`src/rtl/tick_sched_pkg.sv`:
```
// ============================================================================
// Module  : tick_sched_pkg
// Brief   : Shared channel-state type and default constants for tick_sched.
// Revision: 1.0 - initial release
// ============================================================================
`default_nettype none

package tick_sched_pkg;

    typedef enum logic [0:0] {
        ST_IDLE = 1'b0,
        ST_RUN  = 1'b1
    } chan_state_t;

    localparam int c_default_w      = 27;
    localparam int c_default_period = 100_000_000;

endpackage

`default_nettype wire

```
`src/rtl/tick_sched_chan.sv`:
```
// ============================================================================
// Module  : tick_sched_chan
// Brief   : One tick channel: period register, counter, IDLE/RUN state and
//           registered one-cycle tick, with optional one-shot behaviour.
// Revision: 1.0 - initial release
// ============================================================================
`default_nettype none

module tick_sched_chan
    import tick_sched_pkg::*;
#(
    parameter int W              = c_default_w,
    parameter int DEFAULT_PERIOD = c_default_period
) (
    input  logic         clk100MHz,
    input  logic         rst,
    input  logic         i_load,
    input  logic [W-1:0] i_load_period,
    input  logic         i_load_oneshot,
    input  logic         i_start,
    input  logic         i_stop,
    output logic         o_busy,
    output logic         o_tick_nxt,
    output logic         o_tick
);

    chan_state_t  r_state;
    chan_state_t  w_state_nxt;
    logic [W-1:0] r_period;
    logic [W-1:0] r_count;
    logic [W-1:0] w_count_nxt;
    logic         r_oneshot;
    logic         r_tick;
    logic         w_tick_nxt;
    logic         w_wrap;

    // Period is never zero, so P-1 cannot underflow.
    assign w_wrap = (r_count == (r_period - W'(1)));

    always_comb begin
        w_state_nxt = r_state;
        w_count_nxt = r_count;
        w_tick_nxt  = 1'b0;
        case (r_state)
            ST_IDLE: begin
                w_count_nxt = '0;
                if (i_start && !i_stop) begin
                    w_state_nxt = ST_RUN;
                end
            end
            ST_RUN: begin
                // Stop beats restart, restart beats a tick due this cycle.
                if (i_stop) begin
                    w_state_nxt = ST_IDLE;
                    w_count_nxt = '0;
                end else if (i_start || i_load) begin
                    w_count_nxt = '0;
                end else if (w_wrap) begin
                    w_count_nxt = '0;
                    w_tick_nxt  = 1'b1;
                    if (r_oneshot) begin
                        w_state_nxt = ST_IDLE;
                    end
                end else begin
                    w_count_nxt = r_count + W'(1);
                end
            end
            default: begin
                w_state_nxt = ST_IDLE;
                w_count_nxt = '0;
            end
        endcase
    end

    always_ff @(posedge clk100MHz or posedge rst) begin
        if (rst) begin
            r_state   <= ST_IDLE;
            r_count   <= '0;
            r_period  <= W'(DEFAULT_PERIOD);
            r_oneshot <= 1'b0;
            r_tick    <= 1'b0;
        end else begin
            r_state <= w_state_nxt;
            r_count <= w_count_nxt;
            r_tick  <= w_tick_nxt;
            if (i_load) begin
                r_period  <= i_load_period;
                r_oneshot <= i_load_oneshot;
            end
        end
    end

    assign o_busy     = (r_state == ST_RUN);
    assign o_tick_nxt = w_tick_nxt;
    assign o_tick     = r_tick;

endmodule

`default_nettype wire

```
`src/rtl/tick_sched.sv`:
```
// ============================================================================
// Module  : tick_sched
// Brief   : NCH independent programmable tick generators with write decode
//           and a registered lowest-index tick priority encoder.
//           Optional one-shot mode: define TICK_SCHED_ONESHOT_EN.
// Revision: 1.0 - initial release
// ============================================================================
`default_nettype none

module tick_sched
    import tick_sched_pkg::*;
#(
    parameter int NCH            = 4,
    parameter int W              = c_default_w,
    parameter int DEFAULT_PERIOD = c_default_period,
    localparam int CHW           = (NCH > 1) ? $clog2(NCH) : 1
) (
    input  logic           clk100MHz,
    input  logic           rst,
    input  logic           wr_en,
    input  logic [CHW-1:0] wr_ch,
    input  logic [W-1:0]   wr_period,
`ifdef TICK_SCHED_ONESHOT_EN
    input  logic           wr_oneshot,
`endif
    output logic           wr_err,
    input  logic [NCH-1:0] start,
    input  logic [NCH-1:0] stop,
    output logic [NCH-1:0] busy,
    output logic [NCH-1:0] tick,
    output logic           tick_any,
    output logic [CHW-1:0] tick_id,
    output logic           tick_coll
);

    logic           w_ch_valid;
    logic           w_wr_ok;
    logic           w_oneshot;
    logic [NCH-1:0] w_tick_nxt;
    logic [CHW-1:0] w_id_nxt;
    logic           w_coll_nxt;
    logic           r_wr_err;
    logic           r_tick_any;
    logic [CHW-1:0] r_tick_id;
    logic           r_tick_coll;

`ifdef TICK_SCHED_ONESHOT_EN
    assign w_oneshot = wr_oneshot;
`else
    assign w_oneshot = 1'b0;
`endif

    assign w_ch_valid = ({1'b0, wr_ch} < (CHW+1)'(NCH));
    assign w_wr_ok    = wr_en && w_ch_valid && (wr_period != '0);

    generate
        for (genvar i = 0; i < NCH; i++) begin : g_chan
            tick_sched_chan #(
                .W              (W),
                .DEFAULT_PERIOD (DEFAULT_PERIOD)
            ) u_chan (
                .clk100MHz      (clk100MHz),
                .rst            (rst),
                .i_load         (w_wr_ok && (wr_ch == CHW'(i))),
                .i_load_period  (wr_period),
                .i_load_oneshot (w_oneshot),
                .i_start        (start[i]),
                .i_stop         (stop[i]),
                .o_busy         (busy[i]),
                .o_tick_nxt     (w_tick_nxt[i]),
                .o_tick         (tick[i])
            );
        end
    endgenerate

    // Summary flags are computed from next-cycle ticks so they land with tick.
    always_comb begin
        w_id_nxt = '0;
        for (int i = NCH - 1; i >= 0; i--) begin
            if (w_tick_nxt[i]) begin
                w_id_nxt = CHW'(i);
            end
        end
    end

    assign w_coll_nxt = ((w_tick_nxt & (w_tick_nxt - NCH'(1))) != '0);

    always_ff @(posedge clk100MHz or posedge rst) begin
        if (rst) begin
            r_wr_err    <= 1'b0;
            r_tick_any  <= 1'b0;
            r_tick_id   <= '0;
            r_tick_coll <= 1'b0;
        end else begin
            r_wr_err    <= wr_en && !w_wr_ok;
            r_tick_any  <= |w_tick_nxt;
            r_tick_id   <= w_id_nxt;
            r_tick_coll <= w_coll_nxt;
        end
    end

    assign wr_err    = r_wr_err;
    assign tick_any  = r_tick_any;
    assign tick_id   = r_tick_id;
    assign tick_coll = r_tick_coll;

endmodule

`default_nettype wire

```
`config.mk`:
```
export PLATFORM = sky130hd
export DESIGN_NAME = tick_sched
export DESIGN_NICKNAME = d
export VERILOG_FILES = /design/src/rtl/tick_sched_pkg.sv /design/src/rtl/tick_sched_chan.sv /design/src/rtl/tick_sched.sv
export SDC_FILE = /design/constraint.sdc
export NUM_CORES = 1
export LEC_CHECK = 0
export CORE_MARGIN = 4
export CORE_UTILIZATION = 30
export CTS_CLUSTER_DIAMETER = 60
export DETAILED_ROUTE_END_ITERATION = 16
export GPL_TIMING_DRIVEN = 0
export SLEW_MARGIN = 20
export SYNTH_ARGS = -nofsm -noshare
export SYNTH_HDL_FRONTEND = slang
export SYNTH_SLANG_ARGS = --single-unit
```
`constraint.sdc`:
```
create_clock -name clk100MHz -period 11.65 [get_ports clk100MHz]
set_input_delay 2.33 -clock clk100MHz [delete_from_list [all_inputs] [get_ports clk100MHz]]
set_output_delay 2.33 -clock clk100MHz [all_outputs]
set_load 0.05 [all_outputs]
```
==> run summary <==
max-cap violations -> 0
Critical Path RT -> 12.15 ns
worst vdd ir -> 0.117 mV
HPWL Detailed -> 25200 µm
antenna violations before repair -> 0
distinct cell type count after synthesis -> 71
Sinks on Clock Net -> 229
Crit Path Max Fanout -> 10
core footprint -> 44100 µm²
I/O pins -> 53
clk root buf -> clkbuf_16
Syn Nets -> 1415
drt first pass iters -> 4
fmax -> 188 MHz
post-CTS repair timing setup buffer count -> 0
Yosys reg bits -> 229
Post-Synthesis Cell Area -> 13400 µm²
clock power share -> 41.8%
vias in the first global route -> 10326
Layout Skew -> 0.0224 ns
die width -> 219 µm
Hold WC Path Type -> flop to flop
# diodes -> 0
WL/cell -> 16.4 µm
FF-to-FF setup slack -> 7.58 ns
sequential share of the synthesized area -> 43.3%
fin nets -> 1500
Setup TNS Final -> 0 ns
Worst Hold Depth -> 2
EDFF count, synth -> 0
data arrival time of the critical path -> 5.82 ns
H-tree depth -> 1
post-cts sizing count -> 0
Critical R2R Capture -> tick_coll$_DFF_PP0_
CP Launch Type -> primary input
TritonCTS Buffers -> 29
DR vias/cell -> 5.01
GRT Util Overall -> 14.1%
NetSw -> 0.661 mW
CTS Hold Bufs -> 0
Starting DRT DRC Count -> 561
Max Slew Vio Count -> 0
RSZ-0062 raised after global routing -> false
YS warnings -> 0
Reg clk slew, reported paths -> 0.06 ns
Rows -> 77
Min Clock Period, post-route -> 5.32 ns
final core occ -> 35.8%
gpl congestion -> 0.853
pwr/cell area -> 150 nW/µm²
largest net degree at the start of global routing -> 98
Die ar. -> 48100 µm²
Top FF cell, synth -> dfrtp_1
global-route wire length before repair -> 55200 µm
TritonCTS clock tree -> done
status -> finished clean
via count -> 10353
Design Power -> 2.37 mW
final hold violations -> 0
leakage -> 6.01 nW
DRC -> 0
Worst Tran Pin Value -> 1.02 ns
Rel. slew slack -> 31.5%
Routed Wire Length -> 34000 µm
kind of end point of the critical path -> flop
share of async-settable or async-resettable flops after synthesis -> 100%
# fillers -> 4521
commonest cells in the netlist -> nor2_1, dfrtp_1, xnor2_1, mux2_2, xor2_1
Clk Latency, worst-skew pair -> 0.56 ns
Vert. Die Dim -> 219 µm
reg2reg path depth -> 13
period utilization -> 45.7%
remaining global-route overflow -> 0
PortBufs -> 52
synth-to-layout area growth -> 17.9%
hold_sp -> g_chan[3].u_chan.o_busy$_DFF_PP0_
switch share -> 27.9%
clock buffer depth -> 3
Starting Density -> 30.3%
post-synth top area share -> 33.8%
kind of critical path -> primary input to flop
worst r2r src -> g_chan[0].u_chan.r_period[0]$_DFFE_PP0P_
DRT antenna net count -> 0
P_int -> 1.70 mW
combinational cell fraction of total power -> 16.5%
layout cells sized above 1 -> 17.1%
top post-synthesis cells by area -> dfrtp_1, dfstp_2, mux2_2, xnor2_1, xor2_1
sequential power share -> 41.6%
count leader, synth -> nor2_1
Synth Area per Inst -> 9.79 µm²
cells after synthesis -> 1367
hold_ws -> 0.520 ns
Hold EP -> g_chan[3].u_chan.o_busy$_DFF_PP0_
final setup violating endpoints -> 0
leading area contributor after synthesis -> dfrtp_1
## registers in the layout, indices dropped and copies added (netlist names)
name and count:
g_chan.u_chan.o_tick 4, tick_id 2, tick_any 1, wr_err 1, g_chan.u_chan.o_busy 4, g_chan.u_chan.r_period 108
g_chan.u_chan.r_count 108, tick_coll 1
## kinds of logic (layout without fill, tap and decap cells)
group / Yosys count / after routing / synth area share (%)
buffers and inverters: 87 / 195 / 2.90
xor gates and xnor gates: 229 / 229 / 15.0
and+or+nand+nor: 584 / 584 / 22.3
DFF: 229 / 229 / 43.3
AOI/OAI and AO/OA: 113 / 113 / 6.08
adders and majority gates: 8 / 8 / 0.748
muxes: 117 / 117 / 9.77
## critical path, stage by stage
cell	delay, ns
clkdlybuf4s50_1	0.66
nor4_1	0.39
nand4_1	0.20
o21ai_0	0.40
or3_1	0.17
clkbuf_1	0.51
nand3_1	0.25
nor3_1	0.24
nand3b_1	0.27
o211ai_1	0.25
o21a_1	0.15
## placed cells by master (no fill, tap or decap), types with 24 or more instances in the layout
master,count
mux2_2,109
xor2_1,109
inv_1,29
clkbuf_1,34
xnor2_1,120
nor2_1,204
nand4_1,25
clkbuf_16,29
dfstp_2,48
clkdlybuf4s50_1,52
nor3_1,42
o21ai_0,24
dfrtp_1,181
nand2_1,78
and3_1,33
nand3_1,68
nor4_1,36
## how the worst max path moves through the flow
stage	cells past startpoint	slack (ns)	start	endpoint
final	11	6.33	wr_period[3]	tick_coll$_DFF_PP0_
after global routing	11	6.04	wr_period[14]	tick_coll$_DFF_PP0_
after CTS	11	6.40	wr_period[3]	tick_coll$_DFF_PP0_
after detailed placement	11	5.81	wr_period[3]	tick_coll$_DFF_PP0_
after global placement	2	0.09	rst	g_chan[0].u_chan.o_busy$_DFF_PP0_
after floorplan	1	3.12	rst	g_chan[0].u_chan.o_busy$_DFF_PP0_
## final cells by class
| cell class | instances | area (µm²) | area share (%) |
|---|---|---|---|
| plain buffers | 57 | 275 | 1.74 |
| flip-flops and latches | 229 | 5790 | 36.7 |
| repair buffers | 54 | 576 | 3.65 |
| inverters | 30 | 120 | 0.761 |
| well taps | 592 | 741 | 4.69 |
| multi-input cells | 1051 | 7210 | 45.7 |
| clock buffers | 38 | 810 | 5.13 |
| clock inverters | 16 | 255 | 1.62 |
## power groups by stage
stage	combinational, mW	clock [mW]	sequential [mW]
floorplan	0.302	0	0.969
global placement	0.377	0	0.996
detailed placement	0.390	0	1.00
CTS	0.393	1.02	0.986
global route	0.434	1.05	1.00
finish	0.391	0.989	0.985
## through the flow
stage / setup slack [ns] / instance area [µm²] / cells
5_1_grt: 6.04 / 15800 / 2067
4_1_cts: 6.40 / 15800 / 2067
6_report: 6.33 / 15800 / 2067
3_5_place_dp: 5.81 / 14700 / 2013
2_1_floorplan: 3.12 / 13400 / 1367
3_3_place_gp: 0.0930 / 14600 / 2011
## metal layers
layer	share of wire (%)	global-route usage, %	wire [µm]	vias to the layer above
li1	-	-	-	4983
met1	45	18.6	15400	5106
met2	47	23.7	16000	210
met3	5.6	3.35	1910	54
met4	2.0	3.10	685	0
met5	0	0	0	-
No activity file was read; power rests on OpenSTA's default activity.
